**src/rtl/deskew_registers.sv**
```systemverilog
// -----------------------------------------------------------------------------
// deskew_registers
//
// Output-side deskew stage for an N-lane systolic array. Result rows leave
// the array staggered: lane y of a row arrives y cycles after lane 0. Lane y
// is delayed here by N-1-y enabled cycles, so each row comes out aligned on a
// single cycle and is tagged with out_valid. Emitted rows are counted, and
// done pulses on the beat that completes a tile of ROWS rows.
//
// Parameters:
//   DATA_WIDTH  width of one signed lane
//   N           number of lanes (>= 1)
//   ROWS        result rows per tile (>= 1)
//
// Ports:
//   clk        rising-edge clock
//   rst_n      asynchronous active-low reset
//   en         global advance enable; every register holds while low
//   clear      synchronous tile abort: empties the valid pipe and the row
//              counter (data registers are not cleared)
//   in_valid   skewed-stream valid, aligned with lane 0 of din
//   din        skewed lanes, lane i at [i*DATA_WIDTH +: DATA_WIDTH]
//   dout       aligned lanes, same packing
//   out_valid  dout holds one complete aligned row
//   row_cnt    rows emitted in the current tile
//   done       one-cycle pulse on the beat that emits row ROWS
//
// Build option:
//   DESKEW_ZERO_FILL_EN  when defined, dout is forced to zero whenever
//                        out_valid is low (lane N-1 included). Timing,
//                        out_valid, row_cnt and done are unaffected.
// -----------------------------------------------------------------------------
module deskew_registers #(
    parameter int DATA_WIDTH = 16,
    parameter int N          = 16,
    parameter int ROWS       = 16,
    localparam int CNT_W     = $clog2(ROWS + 1)
) (
    input  logic                    clk,
    input  logic                    rst_n,
    input  logic                    en,
    input  logic                    clear,
    input  logic                    in_valid,
    input  logic [N*DATA_WIDTH-1:0] din,
    output logic [N*DATA_WIDTH-1:0] dout,
    output logic                    out_valid,
    output logic [CNT_W-1:0]        row_cnt,
    output logic                    done
);

    logic [N*DATA_WIDTH-1:0] dout_raw;

    // -------------------------------------------------------------------------
    // Per-lane delay chains. Lane y has N-1-y registers; the last lane has
    // none and is a straight wire, which keeps the triangle at N(N-1)/2 regs.
    // -------------------------------------------------------------------------
    for (genvar y = 0; y < N; y++) begin : g_lane
        localparam int DEPTH = N - 1 - y;

        if (DEPTH == 0) begin : g_pass
            assign dout_raw[y*DATA_WIDTH +: DATA_WIDTH] = din[y*DATA_WIDTH +: DATA_WIDTH];
        end else begin : g_dly
            logic [DATA_WIDTH-1:0] dly_q [DEPTH];

            // Data is deliberately not affected by clear; only the valid
            // pipe decides whether the contents mean anything.
            always_ff @(posedge clk or negedge rst_n) begin
                if (!rst_n) begin
                    for (int k = 0; k < DEPTH; k++) begin
                        dly_q[k] <= '0;
                    end
                end else if (en) begin
                    dly_q[0] <= din[y*DATA_WIDTH +: DATA_WIDTH];
                    for (int k = 1; k < DEPTH; k++) begin
                        dly_q[k] <= dly_q[k-1];
                    end
                end
            end

            assign dout_raw[y*DATA_WIDTH +: DATA_WIDTH] = dly_q[DEPTH-1];
        end
    end

    // -------------------------------------------------------------------------
    // Valid pipe: N-1 stages so out_valid lines up with the moment lane N-1
    // of the same row is presented on din.
    // -------------------------------------------------------------------------
    if (N == 1) begin : g_vld_wire
        assign out_valid = in_valid;
    end else begin : g_vld_pipe
        logic [N-2:0] vld_q;
        logic [N-2:0] vld_d;

        always_comb begin
            vld_d = vld_q;
            if (clear) begin
                vld_d = '0;
            end else if (en) begin
                vld_d[0] = in_valid;
                for (int k = 1; k < N - 1; k++) begin
                    vld_d[k] = vld_q[k-1];
                end
            end
        end

        always_ff @(posedge clk or negedge rst_n) begin
            if (!rst_n) begin
                vld_q <= '0;
            end else begin
                vld_q <= vld_d;
            end
        end

        assign out_valid = vld_q[N-2];
    end

    // -------------------------------------------------------------------------
    // Row counter. A beat is an enabled cycle presenting a valid row; a beat
    // coinciding with clear is discarded, so it neither counts nor fires done.
    // -------------------------------------------------------------------------
    logic [CNT_W-1:0] row_cnt_q;
    logic [CNT_W-1:0] row_cnt_d;
    logic             beat;
    logic             last_row;

    assign beat     = en & out_valid;
    assign last_row = (row_cnt_q == CNT_W'(ROWS - 1));

    always_comb begin
        row_cnt_d = row_cnt_q;
        if (clear) begin
            row_cnt_d = '0;
        end else if (beat) begin
            row_cnt_d = last_row ? '0 : row_cnt_q + CNT_W'(1);
        end
    end

    always_ff @(posedge clk or negedge rst_n) begin
        if (!rst_n) begin
            row_cnt_q <= '0;
        end else begin
            row_cnt_q <= row_cnt_d;
        end
    end

    assign row_cnt = row_cnt_q;
    assign done    = beat & last_row & ~clear;

    // -------------------------------------------------------------------------
    // Output bus
    // -------------------------------------------------------------------------
`ifdef DESKEW_ZERO_FILL_EN
    // Blank the bus between rows so downstream accumulators never see
    // partial-row residue.
    assign dout = out_valid ? dout_raw : '0;
`else
    assign dout = dout_raw;
`endif

endmodule

```
**config.mk**
```make
export PLATFORM = sky130hd
export DESIGN_NAME = deskew_registers
export DESIGN_NICKNAME = d
export VERILOG_FILES = /design/src/rtl/deskew_registers.sv
export SDC_FILE = /design/constraint.sdc
export NUM_CORES = 2
export LEC_CHECK = 0
export BUFFER_PORTS_ARGS = -buffer_cell sky130_fd_sc_hd__buf_2
export CAP_MARGIN = 15
export CORE_MARGIN = 2
export CORE_UTILIZATION = 60
export DETAILED_ROUTE_END_ITERATION = 10
export HOLD_SLACK_MARGIN = 0.02
export PLACE_DENSITY = 0.79
export SKIP_LAST_GASP = 1
export SYNTH_ARGS = -nofsm -noshare
export SYNTH_HDL_FRONTEND = slang
export SYNTH_SLANG_ARGS = --single-unit
```
**constraint.sdc**
```tcl
create_clock -name clk -period 1.67 [get_ports clk]
set_input_delay 0.2505 -clock clk [delete_from_list [all_inputs] [get_ports clk]]
set_output_delay 0.2505 -clock clk [all_outputs]
set_load 0.02 [all_outputs]
```
# == After elaboration in Yosys (flattened, before gate mapping) ==
# Index checks and enable logic that the tools add are counted.
# op_classes
n_addsub,1
n_eq_ne,1
muxes,5
bitwise_logic,4
n_reduce_logical,2
# ops
op,n
2-to-1 mux 15 bit,2
2-to-1 mux 5 bit,3
adder 5 x 1 -> 5 bit (second input constant),1
equality test 5 x 4 -> 1 bit (second input constant),1
nonzero test 2 bit,2
AND 1 bit,3
inverter 1 bit,1
# totals
ff_bits,1940
in_bits,261
out_inout_bits,263
wordCells,135

# == Logic depth before layout (Yosys ltp) ==
# logic_depth
word_depth,4
mapped_depth,5
mapped_depth_nobuf,4

# == Worst setup path before layout ==
# Ideal clock, no wire load.
# synth_path
path_kind,flip-flop to output port
start,"register row_cnt_q[0], in the netlist row_cnt[0]"
end,output port done
t_arrival_ns,1.344
required_time_ns,1.419
setup_slack_ns,0.075
stages_incl_launch_ff,4
n_path_buf,0
path_cell_list,dfrtp_1 -> ha_1 -> nand4b_1 -> nor3_1
# synth_between
elab_chain_cells,3
# synth_rtl
item,line,text
"start, declared",121,logic [CNT_W-1:0] row_cnt_q;
"start signal, assigned",142,row_cnt_q <= row_cnt_d;
equality test 5 x 4 -> 1 bit,127,assign last_row = (row_cnt_q == CNT_W'(ROWS - 1));
AND 1 bit (2 in series),147,assign done = beat & last_row & ~clear;
"end, declared",48,output logic done
# No other way between the ends.

# == Final worst setup path ==
# layout_path
start,"register row_cnt_q[1], in the netlist row_cnt[1]"
end,output port done
# The elaborated chain is that of the path after synthesis.

==> flow_summary.json <==
{
  "leakage_nw": 40.0,
  "start_util_pct": 60.6,
  "grt_pass1_vias": 40288,
  "netlist_area_mm2": 0.0753,
  "drive_gt1_share_pct": 56.3,
  "seqPwrFrac_pct": 49.9,
  "r2r-start": "row_cnt[1]$_DFFE_PN0P_",
  "crit_path_start_kind": "register",
  "setup_viol_count_final": 17,
  "dieWidth_um": 358,
  "p_int_mw": 103,
  "finalCriticalPeriod_ns": 2.16,
  "path_max_fanout": 2,
  "clkSinkCount": 1940,
  "clk_latency_ns": 0.82,
  "peakVddDrop_mv": 1.57,
  "grt_usage_pct": 22.1,
  "regToRegSetupSlack_ns": 0.17,
  "gp_congestion": 0.768,
  "syn_to_final_growth_pct": 18.5,
  "io_buffers": 491,
  "synthTopCellsByCount": "1940 x dfrtp_1, 1735 x mux2_2, 243 x buf_4, 211 x buf_6, 150 x mux2_4",
  "nFillCells": 6998,
  "worstHoldPathType": "in2reg",
  "path_class": "reg2out",
  "dr.pass1.iters": 5,
  "synthCells": 4369,
  "drtAntennaViolNets": 0,
  "p_sw_mw": 37.5,
  "antenna_found_initial": 11,
  "routed-wl-met2_mm": 72.2,
  "place_area_mm2": 0.0781,
  "finClkSkew_ns": 0.0350,
  "finalHoldViolCount": 0,
  "die_h_um": 358,
  "wl_per_cell_um": 20.4,
  "synth_top_area_cell": "dfrtp_1",
  "power_density_mw_per_mm2": 1570,
  "drv_slew": 0,
  "wl_met3_mm": 6.44,
  "cts_buffers": 185,
  "synth_edf_count": 0,
  "critPathRequiredTime_ns": 1.42,
  "gr-total-overflow": 0,
  "cts_tree": "built",
  "htreeDepth": 4,
  "swShare_pct": 26.8,
  "async_flop_share_pct": 100,
  "wl_met1_mm": 58.4,
  "grt_pass1_wl_mm": 224,
  "synth_cell_types": 23,
  "rsz0062_at_grt": "yes",
  "dieArea_mm2": 0.128,
  "fin_cells": 6946,
  "dpl.hpwl_mm": 81.5,
  "root_buffer": "clkbuf_16",
  "syn_area_per_cell_um2": 17.2,
  "worst_pin_slew_ns": 0.737,
  "max_clock_freq_mhz": 464,
  "grt_max_degree": 115,
  "drv_cap": 0,
  "timing.final.crit_share_pct": 129,
  "vias": 37165,
  "violations": "setup timing",
  "power_mw": 140,
  "wirelength_mm": 142,
  "cp.arrival_ns": 1.91,
  "fin_nets": 5414,
  "cp-end-kind": "output pin",
  "viasPerCell": 5.35,
  "yosysMostFrequentCell": "dfrtp_1",
  "drc_errors": 0,
  "synth_ff_type": "dfrtp_1",
  "rows": 129,
  "status": "finished, violations left",
  "dp.cells": 6226,
  "synth.yosys.warnings": 0,
  "crit_end": "done",
  "synth_fp_nets": 4631,
  "maxSlewHeadroom_pct": 50.7,
  "cts_buffer_depth": 3,
  "top_layer": "met5",
  "seq_area_frac_synth_pct": 64.5,
  "pwr-share-clk_pct": 30.2,
  "path_clk_slew_ns": 0.07,
  "reg2regPathDepth": 5,
  "drtIter0Drc": 1960,
  "final_area_mm2": 0.0892,
  "reg2reg_to": "row_cnt[0]$_DFFE_PN0P_",
  "coreArea_mm2": 0.124,
  "io-pin-count": 524,
  "synth_top_area_share_pct": 64.5,
  "worstSetupStartpoint": "row_cnt[1]$_DFFE_PN0P_",
  "synth_area_leaders": "dfrtp_1 64%, mux2_2 26%, buf_6 3.2%",
  "ys_ff_latch": 1940,
  "final.setup.worst_slack_ns": -0.487,
  "comb_power_share_pct": 19.9
}
==> layer usage <==
metal  up-vias  GRT usage [%]
met2       728           36.8
li1      16685              -
met3       289           4.89
met4        12           8.27
met1     19451           28.5
met5         -              0
==> repair_timing <==
item / in CTS / in global routing
buffers inserted: 71 / 48
hold endpoints to repair: 2109 / 4
endpoints found under the setup margin: 201 / 404
pin swaps: 2 / 0
resized for setup: 386 / 48
hold buffers: 257 / 2
==> worst max-delay path, stage by stage, from the launching register on <==
cell	delay, ns
dfrtp_1	0.37
ha_2	0.20
nand4b_1	0.19
nor3_2	0.16
buf_4	0.17
==> state kept, by name (all words and copies together) (netlist names) <==
signal	flops
g_lane.g_dly.dly_q	1696
dout	224
g_vld_pipe.vld_q	15
row_cnt	5
==> layout by cell type (no fill, tap or decap), types with 4 or more instances in the layout <==
cell type      netlist  layout
clkinv_16            0       6
inv_6                0       5
mux2i_1             15      15
diode_2              0       7
buf_2                2     270
mux2_1              35      35
buf_6              211     207
buf_12               0      93
mux2_2            1735    1735
nand2_1              4       4
clkbuf_16            0     186
clkinv_2             0      25
dfrtp_2              0       5
nor2_1              17      17
clkbuf_1             2      43
dfrtp_1           1940    1935
mux2_4             150     150
bufinv_16            0       6
buf_4              243     226
clkbuf_8             0      58
dlygate4sd3_1        0     258
==> area by class of cell <==
cell class	instances	area [µm²]	share of cell area (%)
Clock inverter	50	633	0.710
Timing Repair Buffer	1054	9820	11.0
Clock buffer	287	5610	6.29
Tap cell	1637	2050	2.30
Sequential cell	1940	48600	54.4
Multi-Input combinational cell	1971	22500	25.2
Antenna cell	7	17.5	0.0196
==> power by group through the flow <==
| stage | sequential (mW) | clock, mW | combinational (mW) |
|---|---|---|---|
| 2_1_floorplan | 66.3 | 0 | 20.7 |
| 3_3_place_gp | 69.0 | 0 | 22.4 |
| 3_5_place_dp | 69.8 | 0 | 23.4 |
| 4_1_cts | 69.6 | 42.9 | 27.0 |
| 5_1_grt | 71.6 | 45.3 | 29.9 |
| 6_report | 69.9 | 42.3 | 27.9 |
==> cell families (layout without fill, tap and decap cells) <==
family	count (synthesis)	in the layout	share of synthesized area, %
flip-flops	1940	1940	64.5
multiplexers	1935	1935	29.7
buffers and inverters	458	1391	5.60
AND/OR/NAND/NOR	31	31	0.189
AO/OA/AOI/OAI	3	3	0.0216
adder cells (fa/ha/maj)	1	1	0.0166
XOR/XNOR	1	1	0.0116
other	0	7	0
==> metrics by stage <==
| stage | setup TNS, ns | setup slack (ns) | util [%] | hold WS [ns] |
|---|---|---|---|---|
| after global placement | 0 | 0.110 | 63.0 | 0.131 |
| after CTS | -16.09 | -0.467 | 71.4 | 0.0258 |
| after floorplan | 0 | 0.0750 | - | -0.0451 |
| final | -1.80 | -0.487 | 71.9 | 0.0546 |
| after global routing | -3.81 | -0.567 | 71.9 | 0.0246 |
| after detailed placement | 0 | 0.104 | 63.0 | 0.132 |
==> how the worst min path moves through the flow <==
stage / cells after the start / startpoint / slack [ns] / to
floorplan: 0 / rst_n / -0.05 / dout[0]$_DFFE_PN0P_
detailed placement: 1 / rst_n / 0.13 / dout[67]$_DFFE_PN0P_
finish: 3 / en / 0.05 / g_lane[4].g_dly.dly_q[68]$_DFFE_PN0P_
global route: 3 / en / 0.02 / g_lane[4].g_dly.dly_q[77]$_DFFE_PN0P_
CTS: 3 / en / 0.03 / g_lane[0].g_dly.dly_q[190]$_DFFE_PN0P_
global placement: 1 / rst_n / 0.13 / dout[67]$_DFFE_PN0P_
Power figures use the tool's default switching activity.
